File: config.mk
export PLATFORM = sky130hd
export DESIGN_NAME = regfile_wb_writer
export DESIGN_NICKNAME = d
export VERILOG_FILES = /design/src/rtl/regfile_wb_writer.sv
export SDC_FILE = /design/constraint.sdc
export NUM_CORES = 1
export LEC_CHECK = 0
export CAP_MARGIN = 5
export CORE_MARGIN = 3
export CORE_UTILIZATION = 55
export CTS_CLUSTER_DIAMETER = 30
export DETAILED_ROUTE_END_ITERATION = 10
export GPL_ROUTABILITY_DRIVEN = 0
export PLACE_DENSITY = 0.81
export SETUP_SLACK_MARGIN = 0.3
export SLEW_MARGIN = 10
export SYNTH_ARGS = -nofsm -noshare
export SYNTH_HDL_FRONTEND = slang
export SYNTH_SLANG_ARGS = --single-unit
File: constraint.sdc
create_clock -name clk_i -period 7.8 [get_ports clk_i]
set_input_delay 1.56 -clock clk_i [delete_from_list [all_inputs] [get_ports clk_i]]
set_output_delay 1.56 -clock clk_i [all_outputs]
set_load 0.005 [all_outputs]
File: src/rtl/regfile_wb_writer.sv
// regfile_wb_writer
//   Write-back end of the register-file write port. It takes results from
//   the ALU and the load unit over valid/ready handshakes, queues them in
//   an in-order circular FIFO, and commits one regfile write per cycle. It
//   also exports a pending-write scoreboard and a two-port forwarding
//   lookup over the queued (not yet committed) entries.
//
// Optional feature (macro REGFILE_WB_BYPASS_EN):
//   When the queue is empty and no flush is active, a result is driven
//   straight onto the write port in the same cycle instead of being queued.
//   The ALU wins; if both ports are valid the load is queued. Bypassed
//   results never appear in forwarding or pending_o. With the macro
//   undefined every result passes through the FIFO.
//
// Parameters:
//   XLEN   data width
//   DEPTH  FIFO entries (power of two, >= 2)
//
// Ports:
//   clk_i, rst_n_i            clock (rising edge), async active-low reset
//   flush_i                   drop every queued entry except the head being committed
//   alu_valid_i/rd_i/data_i   ALU result handshake;  alu_ready_o accepts it
//   ld_valid_i/rd_i/data_i    load result handshake; ld_ready_o accepts it
//   rsW_o, dataW_o, RegWEn_o  regfile write port
//   fwd_rs1_i/fwd_rs2_i       forwarding queries
//   fwd_hit*_o, fwd_data*_o   forwarding results (youngest matching entry)
//   pending_o                 bit r set while a queued entry targets register r
module regfile_wb_writer #(
  parameter int XLEN  = 32,
  parameter int DEPTH = 4
) (
  input  logic            clk_i,
  input  logic            rst_n_i,
  input  logic            flush_i,
  input  logic            alu_valid_i,
  input  logic [4:0]      alu_rd_i,
  input  logic [XLEN-1:0] alu_data_i,
  output logic            alu_ready_o,
  input  logic            ld_valid_i,
  input  logic [4:0]      ld_rd_i,
  input  logic [XLEN-1:0] ld_data_i,
  output logic            ld_ready_o,
  output logic [4:0]      rsW_o,
  output logic [XLEN-1:0] dataW_o,
  output logic            RegWEn_o,
  input  logic [4:0]      fwd_rs1_i,
  input  logic [4:0]      fwd_rs2_i,
  output logic            fwd_hit1_o,
  output logic            fwd_hit2_o,
  output logic [XLEN-1:0] fwd_data1_o,
  output logic [XLEN-1:0] fwd_data2_o,
  output logic [31:0]     pending_o
);

  localparam int PW = (DEPTH > 1) ? $clog2(DEPTH) : 1;
  localparam int CW = $clog2(DEPTH + 1);

  // Control state (reset) and entry storage (not reset).
  logic [PW-1:0]   head;
  logic [PW-1:0]   tail;
  logic [CW-1:0]   count;
  logic [DEPTH-1:0] ent_vld;
  logic [4:0]      ent_rd   [DEPTH];
  logic [XLEN-1:0] ent_data [DEPTH];

  logic [CW-1:0] free;
  logic          alu_fire;
  logic          ld_fire;
  logic          byp_alu;
  logic          byp_ld;
  logic          push_alu;
  logic          push_ld;
  logic          pop;
  logic [PW-1:0] ld_idx;

  // Free slots are judged on the count at the start of the cycle; the
  // head popping this cycle is deliberately not credited. Gating with
  // rst_n_i keeps both readies low while reset is held.
  assign free        = CW'(DEPTH) - count;
  assign alu_ready_o = rst_n_i & ~flush_i & (free >= CW'(1));
  assign ld_ready_o  = rst_n_i & ~flush_i &
                       ((free >= CW'(2)) | ((free == CW'(1)) & ~alu_valid_i));

  assign alu_fire = alu_valid_i & alu_ready_o;
  assign ld_fire  = ld_valid_i  & ld_ready_o;

`ifdef REGFILE_WB_BYPASS_EN
  // Empty queue: the winning result goes straight to the write port.
  // readies already include ~flush_i and rst_n_i.
  assign byp_alu = (count == '0) & alu_fire & (alu_rd_i != 5'd0);
  assign byp_ld  = (count == '0) & ld_fire & ~alu_valid_i & (ld_rd_i != 5'd0);
`else
  assign byp_alu = 1'b0;
  assign byp_ld  = 1'b0;
`endif

  // rd = 0 completes the handshake but never occupies a slot.
  assign push_alu = alu_fire & (alu_rd_i != 5'd0) & ~byp_alu;
  assign push_ld  = ld_fire  & (ld_rd_i  != 5'd0) & ~byp_ld;
  assign pop      = (count != '0);

  // The load lands behind the ALU entry when both push in one cycle.
  assign ld_idx = tail + PW'(push_alu);

  // Commit port: head of the queue, or the bypassed result when empty.
  always_comb begin
    RegWEn_o = 1'b0;
    rsW_o    = '0;
    dataW_o  = '0;
    if (count != '0) begin
      RegWEn_o = 1'b1;
      rsW_o    = ent_rd[head];
      dataW_o  = ent_data[head];
    end else if (byp_alu) begin
      RegWEn_o = 1'b1;
      rsW_o    = alu_rd_i;
      dataW_o  = alu_data_i;
    end else if (byp_ld) begin
      RegWEn_o = 1'b1;
      rsW_o    = ld_rd_i;
      dataW_o  = ld_data_i;
    end
  end

  // Pointer / count / valid-bit update. The flush cycle still commits the
  // head (the write port above ignores flush_i) but leaves nothing behind.
  always_ff @(posedge clk_i or negedge rst_n_i) begin
    if (!rst_n_i) begin
      head    <= '0;
      tail    <= '0;
      count   <= '0;
      ent_vld <= '0;
    end else if (flush_i) begin
      head    <= '0;
      tail    <= '0;
      count   <= '0;
      ent_vld <= '0;
    end else begin
      if (pop) begin
        ent_vld[head] <= 1'b0;
        head          <= head + PW'(1);
      end
      if (push_alu) ent_vld[tail]   <= 1'b1;
      if (push_ld)  ent_vld[ld_idx] <= 1'b1;
      tail  <= tail + PW'(push_alu) + PW'(push_ld);
      count <= count + CW'(push_alu) + CW'(push_ld) - CW'(pop);
    end
  end

  // Entry payload; qualified by the push strobes, which are already
  // suppressed during flush and reset.
  always_ff @(posedge clk_i) begin
    if (push_alu) begin
      ent_rd[tail]   <= alu_rd_i;
      ent_data[tail] <= alu_data_i;
    end
    if (push_ld) begin
      ent_rd[ld_idx]   <= ld_rd_i;
      ent_data[ld_idx] <= ld_data_i;
    end
  end

  // Forwarding: walk from oldest to youngest so the last match wins.
  always_comb begin
    logic [PW-1:0] idx;
    fwd_hit1_o  = 1'b0;
    fwd_hit2_o  = 1'b0;
    fwd_data1_o = '0;
    fwd_data2_o = '0;
    idx         = head;
    for (int i = 0; i < DEPTH; i++) begin
      idx = head + PW'(i);
      if ((CW'(i) < count) && ent_vld[idx]) begin
        if ((fwd_rs1_i != 5'd0) && (ent_rd[idx] == fwd_rs1_i)) begin
          fwd_hit1_o  = 1'b1;
          fwd_data1_o = ent_data[idx];
        end
        if ((fwd_rs2_i != 5'd0) && (ent_rd[idx] == fwd_rs2_i)) begin
          fwd_hit2_o  = 1'b1;
          fwd_data2_o = ent_data[idx];
        end
      end
    end
  end

  always_comb begin
    pending_o = '0;
    for (int i = 0; i < DEPTH; i++) begin
      if (ent_vld[i]) pending_o[ent_rd[i]] = 1'b1;
    end
    pending_o[0] = 1'b0;
  end

endmodule

* Word-level counts from Yosys, hierarchy flattened
Memory sizes are Yosys's and may differ from the RTL's. Cells that the tools add are included.
Operators by class: add/sub/neg operators 9, order comparisons 23, eq/ne operators 9, multiplexer cells 75, bitwise logic cells 18, reductions and logical operators 25
Operators with widths (count):
- $mux W32 | 21
- $or A32 B32 Y32 | 3
- $eq A5 B5 Y1 | 8
- $mux W1 | 32
- $lt A5 B6 Y1 const B | 4
- $mux W4 | 6
- $demux W1 S5 | 4
- $ge A5 B1 Y1 const B | 4
- $reduce_bool A5 Y1 | 4
- $logic_and A1 B1 Y1 | 19
- $lt A2 B3 Y1 const B | 6
- $and A1 B1 Y1 | 8
- $bmux W1 S2 | 4
- $or A4 B4 Y4 | 2
- $add A3 B1 Y3 | 2
- $demux W1 S2 | 3
- $ge A2 B1 Y1 const B | 3
- $lt A1 B3 Y1 const A | 2
- $lt A2 B3 Y1 const A | 2
- $mux W2 | 3
- $mux W5 | 1
- $add A2 B1 Y2 | 2
- $add A2 B2 Y2 const B | 2
- $and A4 B4 Y4 | 1
- 12 further kinds | 13
Word-level totals: register bits after elaboration 11, RAM bits 148, input bits 89, output and inout port bits 138, word-level logic and storage cells 165, memories 2
Memories:
- ent_data | depth 4, bits a word 32, read ports 4, clocked after Yosys merged registers in 0, wr ports 2, RTL line 64 | logic [XLEN-1:0] ent_data [DEPTH];
- ent_rd | depth 4, bits a word 5, read ports 8, clocked after Yosys merged registers in 0, wr ports 2, RTL line 63 | logic [4:0] ent_rd [DEPTH];

* Longest topological paths before layout
Gate-level depths: netlist (run 1).
depth after elaboration 14, mapped depth 18, depth with buffers taken out 14

* Worst setup path before layout (run 1)
No wires, ideal clock.
path type register -> output, from reg head[0], to out fwd_data1_o[10], data arrival time 4.070 ns, data required time 6.240 ns, path slack 2.170 ns, cell stages (with the launch flop) 17, buffers on the path 8, path through dfrtp_1 > buf_6 > buf_6 > buf_2 > buf_2 > buf_1 > inv_1 > ha_1 > buf_6 > buf_6 > mux4_2 > xnor2_2 > nand4_2 > o311a_1 > buf_6 > a221oi_1 > o31ai_1
On the way: cells in the longest elaborated chain, start to end 11, elaborated cells between the ends (all ways) 33
RTL lines:
- start: declaration | RTL line 59 | logic [PW-1:0] head;
- start signal: assignment | RTL line 141 | head <= head + PW'(1);
- branches (longest 10 deep; another with $mem_v2 Z4 W5)
- $mux W32 (*) | RTL line 173 | if ((CW'(i) < count) && ent_vld[idx]) begin
- end: declaration | RTL line 50 | output logic [XLEN-1:0] fwd_data1_o,
Mark *: on every way between the ends. The select of a mux whose other input is x is not followed.

* Worst setup path after layout (run 1)
from in fwd_rs1_i[1], to out fwd_data1_o[0]
On the way: cells in the longest elaborated chain, start to end 10, elaborated cells between the ends (all ways) 17
RTL lines:
- start: declaration | RTL line 46 | input logic [4:0] fwd_rs1_i,
- $eq A5 B5 Y1 / $reduce_bool A5 Y1 (equally long branches) | RTL line 174 | if ((fwd_rs1_i != 5'd0) && (ent_rd[idx] == fwd_rs1_i)) begin
- $logic_and A1 B1 Y1 | RTL line 174
- $mux W32 | RTL line 174
- $mux W32 | RTL line 173
- $mux W32 | RTL line 174
- $mux W32 | RTL line 173
- $mux W32 | RTL line 174
- $mux W32 | RTL line 173
- $mux W32 | RTL line 174
- $mux W32 (*) | RTL line 173
Mark *: on every way between the ends. The rest lies on a longest branch, timed or not.

==> flow_metrics.py, run 1 <==
metrics = {
    "sta": {
        "max_slew.worst_pin.slew_ns": 1.22,
        "fin_crit_ns": 6.83,
        "setup_viol": 0,
        "hold_violations": 0,
        "finalHoldWorstSlack_ns": 0.728,
        "tns_ns": 0,
        "worst_slack_ns": 0.965,
        "clock.fmax_ghz": 0.146,
        "slew_headroom_pct": 18.7,
        "clock_skew_ns": 0.0198,
        "slew_violations": 0,
        "finalCritPeriodShare_pct": 87.6,
        "rsz0062_at_grt": "false",
    },
    "synth": {
        "yosys_warnings": 0,
        "synth_edf_count": 148,
        "syn-cell-area_sq_um": 14900,
        "synth_cell_types": 66,
        "postSynthCellCount": 1267,
        "synthArstFlopShare_pct": 6.92,
        "synth_flop_cell": "edfxtp_1",
        "synth.avg_cell_area_sq_um": 11.8,
        "synth_seq_cells": 159,
        "ys_seq_area_share_pct": 31.6,
        "syn-num-nets": 1371,
    },
    "global_routing": {
        "grt_pass1_vias": 13000,
        "grt_use_total_pct": 33.3,
        "antenna_found_initial": 0,
        "overflow": 0,
        "grt_pass1_wl_um": 74700,
        "grt_max_degree": 156,
    },
    "clocking": {
        "hold_buffers": 0,
        "cts_sinks": 159,
        "numCtsBuffers": 17,
        "post_cts.repair.setup_buffers": 0,
        "cts_tree": "built",
        "clk_pin_slew_ns": 0.06,
        "clk_path_buf_depth": 2,
        "cts-root-buf": "clkbuf_16",
        "ctsResizeCount": 0,
        "cts-htree-levels": 4,
        "insertion_delay_ns": 0.44,
    },
    "setup_path": {
        "r2r-end": "ent_data[3][14]",
        "path_class": "in2out",
        "required_ns": 6.24,
        "start_kind": "input pin",
        "endpoint_kind": "primary output",
        "r2r_start": "count[0]",
        "reg2reg_depth": 11,
        "r2r_setup_slack_ns": 4.06,
        "crit_arrival_ns": 5.27,
        "cp_max_fo": 23,
        "crit_path_start": "fwd_rs1_i[1]",
    },
    "min_path": {
        "whs_path_depth": 2,
        "hold_start": "count[1]",
        "hold_class": "reg2reg",
        "min_to": "count[1]",
    },
    "floorplanning": {
        "die_w_um": 171,
        "dieArea_sq_um": 29200,
        "start_util_pct": 56.7,
        "io_pins": 227,
        "core_area_sq_um": 26400,
        "die_y_um": 171,
        "row_count": 59,
    },
    "drt": {
        "ant_nets": 0,
        "first_iter_violations": 1844,
        "drc": 0,
        "drt-wirelength-per-cell_um": 27.7,
        "drt_first_pass_iters": 8,
        "vias_per_cell": 7.36,
        "dr_total_vias": 12900,
        "wl_um": 48400,
    },
    "status": {
        "status": "finished clean",
    },
    "pwr": {
        "p_leak_nw": 5.57,
        "power_density_nw_per_um2": 266,
        "power_frac_comb_pct": 59.0,
        "p_clk_share_pct": 17.7,
        "sequentialPowerShare_pct": 23.3,
        "switchingPower_mw": 1.88,
        "irDropWorstVdd_mv": 0.346,
        "p_int_mw": 2.87,
        "p_sw_share_pct": 39.6,
    },
    "final_layout": {
        "fin_nets": 1507,
        "syn_to_final_growth_pct": 19.4,
        "fin_cells": 1751,
        "drive_above_1_share_pct": 31.1,
        "nFillCells": 1949,
        "antenna_cells": 0,
        "final_area_sq_um": 17800,
    },
    "job": {
        "maxCapViolations": 0,
    },
    "place": {
        "place_hpwl_um": 31200,
        "place_ws_ns": 1.23,
        "port_buffers": 225,
        "dpl-instance-area_sq_um": 17300,
        "placedCellCount": 1719,
    },
}
## cells by family after synthesis
kind of cell	synth area share (%)
AOI/OAI and AO/OA	11.7
xor gates and xnor gates	2.62
adders and majority gates	1.36
buffers and inverters	4.67
DFF	31.6
muxes	34.3
other	0.0251
and+or+nand+nor	13.7
## flip-flops by register name, summed over array words and instances, names as in the netlist
signal    cells
head          2
ent_vld       4
ent_rd       20
tail          2
count         3
ent_data    128
## critical path, cell delays in order
cell and delay, ns:
clkdlybuf4s50_1 0.57, nor4_1 0.48, nor3_1 0.14, nor2_2 0.12, buf_4 0.25, o311a_1 0.52, buf_12 0.26, a211oi_1 0.10
o31ai_1 0.63, clkdlybuf4s50_1 0.64
## worst max path at each step
stage                      end  slack [ns]
2_1_floorplan  fwd_data1_o[10]        2.17
3_3_place_gp    fwd_data1_o[0]        1.35
3_5_place_dp    fwd_data2_o[2]        1.23
4_1_cts         fwd_data2_o[2]        1.14
5_1_grt         fwd_data1_o[0]        0.76
6_report        fwd_data1_o[0]        0.97
## layer usage
metal  wire (um)  up-vias  GRT usage, %
met4        2280        0          15.0
met2       23000     1088          53.3
li1            -     5348             -
met3        5590      200          7.05
met1       17600     6250          44.1
met5           0        -             0
## final cells by class
| type | count | area, sq um | area share, % |
|---|---|---|---|
| Multi-Input combinational cell | 958 | 9590 | 53.8 |
| Sequential cell | 159 | 4730 | 26.5 |
| Timing Repair Buffer | 249 | 2460 | 13.8 |
| Clock buffer | 17 | 425 | 2.39 |
| Tap cell | 335 | 419 | 2.35 |
| Clock inverter | 15 | 149 | 0.835 |
| Inverter | 18 | 67.6 | 0.379 |
## synth_stat cells, types with 14 or more instances
library cell / instances / share of area, %
o31ai_1: 47 / 2.4
o221ai_1: 21 / 1.2
edfxtp_1: 148 / 30
inv_1: 18 / 0.45
mux4_2: 150 / 23
nor2_1: 67 / 1.7
buf_2: 23 / 0.77
nor3_1: 35 / 1.2
buf_1: 17 / 0.43
and2_1: 44 / 1.8
o31ai_2: 15 / 1.3
and3_1: 36 / 1.5
a22oi_1: 14 / 0.70
mux2_2: 148 / 11
nand2_1: 96 / 2.4
clkbuf_1: 76 / 1.9
a221oi_1: 24 / 1.4
a211oi_1: 37 / 1.9
xnor2_1: 33 / 1.9
nor2_2: 29 / 1.2
## layout by cell type (no fill, tap or decap), types with 10 or more instances in the layout
master           count
and2_1              44
nand3b_1            10
o31ai_1             47
nor2_2              30
clkdlybuf4s50_1    225
xnor2_1             33
a211oi_1            37
nor3_1              34
ha_1                12
mux4_2             150
a22oi_1             14
buf_4               22
a221oi_1            24
a21oi_1             10
nand2_1             96
inv_1               18
o31ai_2             15
o221ai_1            21
nand3_1             10
clkbuf_16           17
edfxtp_1           148
mux2_2             148
nor2_1              64
and3_1              34
## power groups by stage
stage | registers (mW) | logic, mW | clock network (mW)
after floorplan | 1.09 | 1.97 | 0
final | 1.11 | 2.80 | 0.842
after global routing | 1.12 | 2.97 | 0.876
after CTS | 1.10 | 2.78 | 0.839
after global placement | 1.11 | 2.69 | 0
after detailed placement | 1.12 | 2.75 | 0
## metrics by stage
stage	util, %	power (mW)
after global placement	65.5	3.81
after CTS	67.7	4.72
after detailed placement	65.5	3.87
final	67.7	4.75
after global routing	67.7	4.96
after floorplan	-	3.05
No activity file was read; power rests on OpenSTA's default activity.
==> run 2: changes to the inputs <==
Settings changed: SLEW_MARGIN 10 to 5.
==> results of run 2 <==
No change in the layout: final DEF, timing and power equal those of run 1.
